===== config.mk =====
export PLATFORM = sky130hd
export DESIGN_NAME = cpu_boot_loader_flat
export DESIGN_NICKNAME = d
export VERILOG_FILES = /design/src/rtl/cpu_boot_loader_if.sv /design/src/rtl/cpu_boot_loader.sv /design/src/flat_wrapper.sv
export SDC_FILE = /design/constraint.sdc
export NUM_CORES = 1
export LEC_CHECK = 0
export BUFFER_PORTS_ARGS = -buffer_cell sky130_fd_sc_hd__buf_2
export CAP_MARGIN = 0
export CORE_AREA = 4 4 197 199
export CTS_CLUSTER_DIAMETER = 40
export DETAILED_ROUTE_END_ITERATION = 6
export DIE_AREA = 0 0 201 203
export GPL_ROUTABILITY_DRIVEN = 0
export SLEW_MARGIN = 20
export SYNTH_ARGS = -nofsm -noshare
export SYNTH_HDL_FRONTEND = slang
export SYNTH_SLANG_ARGS = --single-unit

===== constraint.sdc =====
create_clock -name clk -period 3.55 [get_ports clk]
set_input_delay 0.1775 -clock clk [delete_from_list [all_inputs] [get_ports clk]]
set_output_delay 0.1775 -clock clk [all_outputs]
set_load 0.1 [all_outputs]

===== src/rtl/cpu_boot_loader_if.sv =====
// Bundle between the boot loader and its surroundings: configuration, load stream,
// cpu imem/dmem external ports, run enable, dump stream and status.
interface cpu_boot_loader_if #(
  parameter int IMEM_ADDR_W = 9,
  parameter int DMEM_ADDR_W = 10,
  parameter int CNT_W       = 32
);
  // Both streams use valid/ready: a beat transfers on a rising clock edge where valid and
  // ready are both high; a source holds valid and data stable until that edge.
  logic                   start;
  logic [IMEM_ADDR_W:0]   imem_len;
  logic [DMEM_ADDR_W:0]   dmem_len;
  logic [CNT_W-1:0]       run_cycles;
  logic [DMEM_ADDR_W-1:0] dump_base;
  logic [DMEM_ADDR_W:0]   dump_len;

  logic                   s_valid;
  logic [63:0]            s_data;
  logic                   s_ready;

  logic [63:0]            addr_ext;
  logic                   wen_ext;
  logic                   ren_ext;
  logic [31:0]            wdata_ext;

  logic [63:0]            addr_ext_2;
  logic                   wen_ext_2;
  logic                   ren_ext_2;
  logic [63:0]            wdata_ext_2;
  logic [63:0]            rdata_ext_2;

  logic                   enable;

  logic                   m_valid;
  logic [63:0]            m_data;
  logic                   m_ready;

  logic                   busy;
  logic                   done;
  logic [2:0]             state_dbg;

  modport master (
    input  start, imem_len, dmem_len, run_cycles, dump_base, dump_len,
    input  s_valid, s_data, rdata_ext_2, m_ready,
    output s_ready, addr_ext, wen_ext, ren_ext, wdata_ext,
    output addr_ext_2, wen_ext_2, ren_ext_2, wdata_ext_2,
    output enable, m_valid, m_data, busy, done, state_dbg
  );

  modport slave (
    output start, imem_len, dmem_len, run_cycles, dump_base, dump_len,
    output s_valid, s_data, rdata_ext_2, m_ready,
    input  s_ready, addr_ext, wen_ext, ren_ext, wdata_ext,
    input  addr_ext_2, wen_ext_2, ren_ext_2, wdata_ext_2,
    input  enable, m_valid, m_data, busy, done, state_dbg
  );
endinterface


===== src/rtl/cpu_boot_loader.sv =====
// Host-side initiator for the cpu memory ports: loads imem and dmem from a stream,
// runs the cpu for a fixed cycle count, then streams a dmem window back out.
module cpu_boot_loader #(
  parameter int IMEM_ADDR_W = 9,
  parameter int DMEM_ADDR_W = 10,
  parameter int CNT_W       = 32
) (
  input  logic               clk,
  input  logic               arst_n,
  cpu_boot_loader_if.master  bus
);
  localparam int IDX_W = ((IMEM_ADDR_W > DMEM_ADDR_W) ? IMEM_ADDR_W : DMEM_ADDR_W) + 1;
  localparam logic [IMEM_ADDR_W:0] IMEM_MAX = {1'b1, {IMEM_ADDR_W{1'b0}}};
  localparam logic [DMEM_ADDR_W:0] DMEM_MAX = {1'b1, {DMEM_ADDR_W{1'b0}}};

  typedef enum logic [2:0] {
    S_IDLE     = 3'd0,
    S_LOAD_I   = 3'd1,
    S_LOAD_D   = 3'd2,
    S_RUN      = 3'd3,
    S_DUMP_RD  = 3'd4,
    S_DUMP_OUT = 3'd5,
    S_DONE     = 3'd6
  } state_t;

  state_t                 state;
  logic [IMEM_ADDR_W:0]   imem_len_q;
  logic [DMEM_ADDR_W:0]   dmem_len_q;
  logic [CNT_W-1:0]       run_q;
  logic [DMEM_ADDR_W-1:0] base_q;
  logic [DMEM_ADDR_W:0]   dump_len_q;
  logic [IDX_W-1:0]       idx;
  logic [CNT_W-1:0]       run_cnt;
  logic [DMEM_ADDR_W:0]   k;
  logic [63:0]            m_data_q;
  logic                   out_first;
  logic                   done_q;

  logic [IMEM_ADDR_W:0]   imem_len_c;
  logic [DMEM_ADDR_W:0]   dmem_len_c;
  logic [DMEM_ADDR_W-1:0] dump_addr;

  assign imem_len_c = (bus.imem_len > IMEM_MAX) ? IMEM_MAX : bus.imem_len;
  assign dmem_len_c = (bus.dmem_len > DMEM_MAX) ? DMEM_MAX : bus.dmem_len;
  assign dump_addr  = base_q + k[DMEM_ADDR_W-1:0];

  // First phase at or after s whose length is non-zero; empty phases cost no cycles.
  function automatic state_t skip_from(input state_t s, input logic il, input logic dl,
                                       input logic rc, input logic dp);
    state_t r;
    r = S_DONE;
    if (dp && s <= S_DUMP_RD) r = S_DUMP_RD;
    if (rc && s <= S_RUN)     r = S_RUN;
    if (dl && s <= S_LOAD_D)  r = S_LOAD_D;
    if (il && s <= S_LOAD_I)  r = S_LOAD_I;
    return r;
  endfunction

  always_ff @(posedge clk or negedge arst_n) begin
    if (!arst_n) begin
      state      <= S_IDLE;
      imem_len_q <= '0;
      dmem_len_q <= '0;
      run_q      <= '0;
      base_q     <= '0;
      dump_len_q <= '0;
      idx        <= '0;
      run_cnt    <= '0;
      k          <= '0;
      m_data_q   <= '0;
      out_first  <= 1'b0;
      done_q     <= 1'b0;
    end else begin
      done_q <= 1'b0;
      case (state)
        S_IDLE: begin
          if (bus.start) begin
            imem_len_q <= imem_len_c;
            dmem_len_q <= dmem_len_c;
            run_q      <= bus.run_cycles;
            base_q     <= bus.dump_base;
            dump_len_q <= bus.dump_len;
            idx        <= '0;
            run_cnt    <= '0;
            k          <= '0;
            state      <= skip_from(S_LOAD_I, |imem_len_c, |dmem_len_c,
                                    |bus.run_cycles, |bus.dump_len);
          end
        end
        S_LOAD_I: begin
          if (bus.s_valid) begin
            if (idx + 1'b1 == IDX_W'(imem_len_q)) begin
              idx   <= '0;
              state <= skip_from(S_LOAD_D, 1'b0, |dmem_len_q, |run_q, |dump_len_q);
            end else begin
              idx <= idx + 1'b1;
            end
          end
        end
        S_LOAD_D: begin
          if (bus.s_valid) begin
            if (idx + 1'b1 == IDX_W'(dmem_len_q)) begin
              idx   <= '0;
              state <= skip_from(S_RUN, 1'b0, 1'b0, |run_q, |dump_len_q);
            end else begin
              idx <= idx + 1'b1;
            end
          end
        end
        S_RUN: begin
          if (run_cnt == run_q - 1'b1) begin
            run_cnt <= '0;
            state   <= skip_from(S_DUMP_RD, 1'b0, 1'b0, 1'b0, |dump_len_q);
          end else begin
            run_cnt <= run_cnt + 1'b1;
          end
        end
        S_DUMP_RD: begin
          out_first <= 1'b1;
          state     <= S_DUMP_OUT;
        end
        S_DUMP_OUT: begin
          // Read data is only on the bus during the first DUMP_OUT cycle; keep it for stalls.
          if (out_first) begin
            m_data_q  <= bus.rdata_ext_2;
            out_first <= 1'b0;
          end
          if (bus.m_ready) begin
            if (k + 1'b1 == dump_len_q) begin
              k     <= '0;
              state <= S_DONE;
            end else begin
              k     <= k + 1'b1;
              state <= S_DUMP_RD;
            end
          end
        end
        S_DONE: begin
          done_q <= 1'b1;
          state  <= S_IDLE;
        end
        default: state <= S_IDLE;
      endcase
    end
  end

  assign bus.s_ready     = (state == S_LOAD_I) || (state == S_LOAD_D);
  assign bus.wen_ext     = (state == S_LOAD_I) && bus.s_valid;
  assign bus.addr_ext    = (state == S_LOAD_I) ? 64'({idx[IMEM_ADDR_W-1:0], 2'b00}) : 64'd0;
  assign bus.wdata_ext   = bus.wen_ext ? bus.s_data[31:0] : 32'd0;
  assign bus.ren_ext     = 1'b0;

  assign bus.wen_ext_2   = (state == S_LOAD_D) && bus.s_valid;
  assign bus.ren_ext_2   = (state == S_DUMP_RD);
  assign bus.addr_ext_2  = (state == S_LOAD_D)  ? 64'({idx[DMEM_ADDR_W-1:0], 3'b000}) :
                           (state == S_DUMP_RD) ? 64'({dump_addr, 3'b000}) : 64'd0;
  assign bus.wdata_ext_2 = bus.wen_ext_2 ? bus.s_data : 64'd0;

  assign bus.enable      = (state == S_RUN);
  assign bus.m_valid     = (state == S_DUMP_OUT);
  assign bus.m_data      = (state != S_DUMP_OUT) ? 64'd0 :
                           out_first ? bus.rdata_ext_2 : m_data_q;
  assign bus.busy        = (state != S_IDLE);
  assign bus.done        = done_q;
  assign bus.state_dbg   = state;
endmodule

===== src/flat_wrapper.sv =====
// flat-port wrapper written by rule: the top's interface ports become plain ports
module cpu_boot_loader_flat 
#(
  parameter int IMEM_ADDR_W = 9,
  parameter int DMEM_ADDR_W = 10,
  parameter int CNT_W       = 32
)
  (clk, arst_n, bus_start, bus_imem_len, bus_dmem_len, bus_run_cycles, bus_dump_base, bus_dump_len, bus_s_valid, bus_s_data, bus_rdata_ext_2, bus_m_ready, bus_s_ready, bus_addr_ext, bus_wen_ext, bus_ren_ext, bus_wdata_ext, bus_addr_ext_2, bus_wen_ext_2, bus_ren_ext_2, bus_wdata_ext_2, bus_enable, bus_m_valid, bus_m_data, bus_busy, bus_done, bus_state_dbg);
  cpu_boot_loader_if #(.IMEM_ADDR_W(IMEM_ADDR_W), .DMEM_ADDR_W(DMEM_ADDR_W), .CNT_W(CNT_W)) bus_i ();
  input  logic clk;
  input  logic arst_n;
  input wire logic [$bits(bus_i.start)-1:0] bus_start;
  input wire logic [$bits(bus_i.imem_len)-1:0] bus_imem_len;
  input wire logic [$bits(bus_i.dmem_len)-1:0] bus_dmem_len;
  input wire logic [$bits(bus_i.run_cycles)-1:0] bus_run_cycles;
  input wire logic [$bits(bus_i.dump_base)-1:0] bus_dump_base;
  input wire logic [$bits(bus_i.dump_len)-1:0] bus_dump_len;
  input wire logic [$bits(bus_i.s_valid)-1:0] bus_s_valid;
  input wire logic [$bits(bus_i.s_data)-1:0] bus_s_data;
  input wire logic [$bits(bus_i.rdata_ext_2)-1:0] bus_rdata_ext_2;
  input wire logic [$bits(bus_i.m_ready)-1:0] bus_m_ready;
  output wire logic [$bits(bus_i.s_ready)-1:0] bus_s_ready;
  output wire logic [$bits(bus_i.addr_ext)-1:0] bus_addr_ext;
  output wire logic [$bits(bus_i.wen_ext)-1:0] bus_wen_ext;
  output wire logic [$bits(bus_i.ren_ext)-1:0] bus_ren_ext;
  output wire logic [$bits(bus_i.wdata_ext)-1:0] bus_wdata_ext;
  output wire logic [$bits(bus_i.addr_ext_2)-1:0] bus_addr_ext_2;
  output wire logic [$bits(bus_i.wen_ext_2)-1:0] bus_wen_ext_2;
  output wire logic [$bits(bus_i.ren_ext_2)-1:0] bus_ren_ext_2;
  output wire logic [$bits(bus_i.wdata_ext_2)-1:0] bus_wdata_ext_2;
  output wire logic [$bits(bus_i.enable)-1:0] bus_enable;
  output wire logic [$bits(bus_i.m_valid)-1:0] bus_m_valid;
  output wire logic [$bits(bus_i.m_data)-1:0] bus_m_data;
  output wire logic [$bits(bus_i.busy)-1:0] bus_busy;
  output wire logic [$bits(bus_i.done)-1:0] bus_done;
  output wire logic [$bits(bus_i.state_dbg)-1:0] bus_state_dbg;
  assign bus_i.start = bus_start;
  assign bus_i.imem_len = bus_imem_len;
  assign bus_i.dmem_len = bus_dmem_len;
  assign bus_i.run_cycles = bus_run_cycles;
  assign bus_i.dump_base = bus_dump_base;
  assign bus_i.dump_len = bus_dump_len;
  assign bus_i.s_valid = bus_s_valid;
  assign bus_i.s_data = bus_s_data;
  assign bus_i.rdata_ext_2 = bus_rdata_ext_2;
  assign bus_i.m_ready = bus_m_ready;
  assign bus_s_ready = bus_i.s_ready;
  assign bus_addr_ext = bus_i.addr_ext;
  assign bus_wen_ext = bus_i.wen_ext;
  assign bus_ren_ext = bus_i.ren_ext;
  assign bus_wdata_ext = bus_i.wdata_ext;
  assign bus_addr_ext_2 = bus_i.addr_ext_2;
  assign bus_wen_ext_2 = bus_i.wen_ext_2;
  assign bus_ren_ext_2 = bus_i.ren_ext_2;
  assign bus_wdata_ext_2 = bus_i.wdata_ext_2;
  assign bus_enable = bus_i.enable;
  assign bus_m_valid = bus_i.m_valid;
  assign bus_m_data = bus_i.m_data;
  assign bus_busy = bus_i.busy;
  assign bus_done = bus_i.done;
  assign bus_state_dbg = bus_i.state_dbg;
  cpu_boot_loader #(.IMEM_ADDR_W(IMEM_ADDR_W), .DMEM_ADDR_W(DMEM_ADDR_W), .CNT_W(CNT_W)) u_core (.clk(clk), .arst_n(arst_n), .bus(bus_i));
endmodule

## Word level (Yosys, flattened, before mapping)

Cells that the tools add are included.

| storage, ports and cells | value |
|---|---|
| input bits | 207 |
| logic and storage cells | 97 |
| register bits | 197 |

| cells by class | value |
|---|---|
| reduce and logical (&&, ||, !) cells | 21 |
| $add $sub $neg | 5 |
| equality and inequality tests | 18 |
| muxes and demuxes | 39 |
| order comparisons | 2 |

Operators with widths:

| operator | number |
|---|---|
| two-way mux 64 bit | 4 |
| two-way mux 11 bit | 9 |
| two-way mux 32 bit | 3 |
| one-hot mux 32 bit (2 select lines) | 1 |
| OR reduction 32 bit | 2 |
| OR reduction 11 bit | 4 |
| two-way mux 3 bit | 12 |
| one-hot mux 11 bit (3 select lines) | 1 |
| adder 32 x 1 -> 32 bit (second input constant) | 1 |
| == test 32 bit | 1 |
| subtractor 32 x 1 -> 32 bit (second input constant) | 1 |
| adder 11 x 1 -> 11 bit (second input constant) | 2 |
| == test 11 bit | 2 |
| one-hot mux 11 bit (2 select lines) | 1 |
| one-hot mux 3 bit (6 select lines) | 1 |
| two-way mux 13 bit | 1 |
| == test 11 x 10 -> 1 bit | 1 |
| greater-than comparator 11 bit (second input constant) | 1 |
| adder 10 bit | 1 |
| greater-than comparator 10 bit (second input constant) | 1 |
| two-way mux 10 bit | 1 |
| OR reduction 10 bit | 1 |
| == test 3 bit (second input constant) | 3 |
| != test 2 bit (second input constant) | 4 |
| other kinds (16) | 26 |

## Longest topological paths before layout

| depth | value |
|---|---|
| depth after elaboration | 7 |
| depth in mapped cells | 12 |
| depth with buffers taken out | 11 |

## Worst setup path after synthesis

Ideal clock, no wire load.

| timing path | value |
|---|---|
| path type | flip-flop to output port |
| from | reg u_core.state[0] (netlist: u_core.bus.state_dbg[0]) |
| to | out bus_addr_ext[6] |
| data required time | 3372 ps |
| stages on the path, launching flop included | 3 |
| slack | -703 ps |
| buffers on the path | 0 |
| data arrival time | 4076 ps |
| cells stage by stage | dfrtp_1 -> inv_1 -> nor4_1 |

| on the way | value |
|---|---|
| word-level cells in the longest chain between the ends | 2 |

Ends and longest elaborated chain:

| element | line | RTL |
|---|---|---|
| from (decl) | cpu_boot_loader.sv:26 | `state_t state;` |
| from (signal assigned) | cpu_boot_loader.sv:86 | `state <= skip_from(S_LOAD_I, \|imem_len_c, \|dmem_len_c,` |
| from (signal assigned) | cpu_boot_loader.sv:94 | `state <= skip_from(S_LOAD_D, 1'b0, \|dmem_len_q, \|run_q, \|dump_len_q);` |
| from (signal assigned) | cpu_boot_loader.sv:104 | `state <= skip_from(S_RUN, 1'b0, 1'b0, \|run_q, \|dump_len_q);` |
| == test 3 x 1 -> 1 bit | cpu_boot_loader.sv:149 | `assign bus.addr_ext = (state == S_LOAD_I) ? 64'({idx[IMEM_ADDR_W-1:0], 2'b00}) : 64'd0;` |
| two-way mux 11 bit | cpu_boot_loader.sv:149 |  |
| to (decl) | flat_wrapper.sv:23 | `output wire logic [$bits(bus_i.addr_ext)-1:0] bus_addr_ext;` |

Every way passes these cells.

## Final worst setup path

| timing path | value |
|---|---|
| from | reg u_core.k[1] |
| to | out bus_addr_ext_2[12] |

| on the way | value |
|---|---|
| word-level cells in the longest chain between the ends | 3 |

Ends and longest elaborated chain:

| element | line | RTL |
|---|---|---|
| from (decl) | cpu_boot_loader.sv:34 | `logic [DMEM_ADDR_W:0] k;` |
| from (signal assigned) | cpu_boot_loader.sv:133 | `k <= k + 1'b1;` |
| adder 10 bit | cpu_boot_loader.sv:45 | `assign dump_addr = base_q + k[DMEM_ADDR_W-1:0];` |
| two-way mux 13 bit | cpu_boot_loader.sv:156 | `(state == S_DUMP_RD) ? 64'({dump_addr, 3'b000}) : 64'd0;` |
| two-way mux 64 bit | cpu_boot_loader.sv:155 | `assign bus.addr_ext_2 = (state == S_LOAD_D) ? 64'({idx[DMEM_ADDR_W-1:0], 3'b000}) :` |
| to (decl) | flat_wrapper.sv:27 | `output wire logic [$bits(bus_i.addr_ext_2)-1:0] bus_addr_ext_2;` |

Every way passes these cells.

==> Flow_metrics.wiki <==
{| class="wikitable"
! Metric !! Value
|-
| Average footprint of a synthesized cell || ~8.6 um2
|-
| Req. time, crit path || about 3400 ps
|-
| Failing checks || DRC
|-
| Final-report setup violation count || 0
|-
| Final Max Slew Viols || 0
|-
| Startpoint type of the worst setup path || register
|-
| Leakage power figure || approximately 8.8 nW
|-
| Min-Delay Path Class || in2reg
|-
| Total number of yosys warnings || 0
|-
| Clock group share of total power || 14.1%
|-
| DIE WIDTH || roughly 200 um
|-
| Num CTS Buffers || 17
|-
| Hold violation total from the final report || 0
|-
| Largest buffer count on any clock path || 2
|-
| Core Region || approximately 37000 um2
|-
| Synth Register Bits || ~200
|-
| GRT Resource Usage Total || approximately 25%
|-
| Power per cell area || approximately 770 nW/um2
|-
| Cell accounting for the most synthesized area || dfrtp_1
|-
| Drt wl/cell || about 20 um
|-
| Number of flops mapped to enable cells by yosys || 0
|-
| Placement Setup Slack || around 120 ps
|-
| IO buf count || roughly 400
|-
| Post-synth top area share || between 30 and 40%
|-
| Sequential share of power || approximately a third
|-
| Headroom to the max-slew limit || 41.5%
|-
| Clock tree skew after final layout || roughly 17 ps
|-
| Final worst-path cycle share || a little over nine tenths
|-
| Net total in the final layout || approximately 2300
|-
| Switch share || about half
|-
| Clock tree root buffer cell || clkbuf_16
|-
| Tot Pwr || between 10 and 15 mW
|-
| Async S/R FF share, synth || 100%
|-
| Count of pins on the block boundary || roughly 510
|-
| Detailed-route DRC error count || 2
|-
| Overall die area || a little over 40000 um2
|-
| Number of core rows || 71
|-
| Leading post-synthesis cells by instance count || nand2_1, dfrtp_1, nor2_1, buf_4, and3_1
|-
| Final WS setup || about 210 ps
|-
| Arrival time at the worst endpoint || 3170 ps
|-
| Transition time of the tightest slew-check pin || around 880 ps
|-
| Max-cap viol count || 0
|-
| Count of cell types in the netlist || 70
|-
| Clk pin slew, worst setup/hold paths || around 80 ps
|-
| Number of clock sinks || just under 200
|-
| Type of the worst setup path || reg2out
|-
| Initial Utilization || a little over a third
|-
| Clock tree from TritonCTS || yes
|-
| Post-route minimum period || ~3300 ps
|-
| First drt pass iteration count || 7
|-
| Share of the core filled with cells in the final layout || between 40% and 50%
|-
| Share of post-route cells with drive strength above 1 || between 20 and 30%
|-
| Worst VDD drop || around 0.36 mV
|-
| Post-DRT Antenna Nets || 0
|-
| Number of DRC markers after the initial detailed-route iteration || 1344
|-
| Psw || around 7.0 mW
|-
| Result of the run || finished, violations left
|-
| Maximum number of pins on one net before global-route repair || between 90 and 100
|-
| Antenna violations before repair || 26
|-
| Aggregate negative setup slack || 0 ps
|-
| Cell internal pwr || approximately 6.5 mW
|-
| Post-detailed-placement cell area || approximately 16000 um2
|-
| Via count || about 14000
|-
| Vias in the first global route || 13055
|-
| Post-synth design cell area || 13600 um2
|-
| Synth area leaders || dfrtp_1, nand2_1, buf_4
|-
| Logic gate share of total power || a little over half
|-
| Synth Instances || roughly 1600
|-
| Sequential area share after synthesis || 36.2%
|-
| First-pass GRT wire length || between 70 and 80 mm
|-
| Maximum clock frequency || around 300 MHz
|-
| DIE HEIGHT || ~200 um
|-
| DR vias/cell || between 5 and 6
|-
| Total wire length after detailed routing || roughly 52 mm
|-
| HPWL after detailed placement || around 40 mm
|-
| Synthesis-to-layout area growth || 29.0%
|-
| RSZ-0062 raised after global routing || false
|-
| Worst-path maximum fanout || 6
|-
| Aggregate global routing overflow || 0
|-
| Dominant cell by count in the synthesized netlist || nand2_1
|-
| Final cell area excluding filler cells || around 18000 um2
|-
| Commonest register cell after synthesis || dfrtp_1
|-
| Latest clock arrival within the worst-skew pair || between 400 and 500 ps
|-
| CTS H-Tree Depth || 4
|-
| Type of destination of the critical path || output port
|}
[path summary, 6_finish.rpt]
path                                    start                  end  slack [ps]  depth (start not counted)
max reg2reg                   u_core.run_q[3]   u_core.run_cnt[31]         230                          9
min                        bus_run_cycles[18]     u_core.run_q[18]          10                          3
min reg2reg                  u_core.base_q[5]     u_core.base_q[5]         500                          2
min in group asynchronous              arst_n  u_core.m_data_q[11]         360                          2
max                               u_core.k[1]   bus_addr_ext_2[12]         210                         11
max in group asynchronous              arst_n  u_core.m_data_q[47]        2300                          3
[timing repair]
action / 4_1_cts / 5_1_grt
resized for setup: 0 / 8
setup buffers: 0 / 0
setup endpoints to repair: 0 / 32
hold endpoints to repair: 202 / 0
hold buffers: 127 / 0
[kinds of logic after synthesis]
family                   synth area share, %
adder cells (fa/ha/maj)                 1.43
XOR/XNOR                                5.78
flip-flops                              36.2
multiplexers                            10.5
other                                 0.0275
AND/OR/NAND/NOR                         25.8
buffers and inverters                   10.2
AO/OA/AOI/OAI                           10.1
[worst max-delay path, stage by stage (launching register included)]
cell	delay, ps
dfrtp_1	480
ha_1	320
a21o_1	150
a21oi_1	240
o21bai_1	100
a21oi_1	220
o21ai_0	170
a21o_1	200
a21oi_1	160
xnor2_1	140
a22o_1	190
clkbuf_4	340
[metrics by stage]
stage | hold slack, ps | instances
global route | 8.18 | 2556
global placement | 279 | 2390
CTS | 0.426 | 2549
floorplan | -118 | 1702
detailed placement | 279 | 2390
finish | 11.2 | 2561
[power by group through the flow]
stage / clock [mW] / combinational [mW] / sequential [mW]
5_1_grt: 2.05 / 7.94 / 4.44
3_3_place_gp: 0 / 7.10 / 4.26
3_5_place_dp: 0 / 7.19 / 4.30
4_1_cts: 1.96 / 7.33 / 4.26
6_report: 1.91 / 7.37 / 4.29
2_1_floorplan: 0 / 6.05 / 3.89
[cells in the final DEF (no fill, tap or decap), types with 55 or more instances in the layout]
cell type	synthesis	routed
and3_1	102	101
buf_2	4	393
conb_1	1	110
dfrtp_1	197	196
dlygate4sd3_1	0	127
mux2_2	64	64
mux2i_1	71	71
nand2_1	237	235
nor2_1	116	116
o21ai_0	56	55
xnor2_1	59	59
[metal layers]
| metal | part of all wire, % | vias up | track usage, % |
|---|---|---|---|
| li1 | - | 6312 | - |
| met1 | 41 | 6527 | 32.0 |
| met2 | 50 | 564 | 42.3 |
| met3 | 7.4 | 101 | 5.11 |
| met4 | 2.1 | 4 | 6.81 |
| met5 | 0.040 | - | 0 |
[layout make-up]
| class | instances | area (um2) |
|---|---|---|
| Tap cell | 474 | 593 |
| Fill cell | 3637 | 19600 |
| Multi-Input combinational cell | 1255 | 7750 |
| Clock inverter | 13 | 111 |
| Inverter | 31 | 116 |
| Antenna cell | 12 | 30.0 |
| Sequential cell | 197 | 4930 |
| Clock buffer | 19 | 453 |
| Timing Repair Buffer | 560 | 3590 |
[state kept, by name (all words and copies together) (netlist names)]
name / flops
u_core.dmem_len_q: 11
u_core.m_data_q: 64
u_core.bus.state_dbg: 3
u_core.idx: 11
u_core.run_q: 32
u_core.out_first: 1
u_core.bus.done: 1
u_core.run_cnt: 32
u_core.imem_len_q: 10
u_core.base_q: 10
u_core.k: 11
u_core.dump_len_q: 11
(Power assumes the default switching activity.)
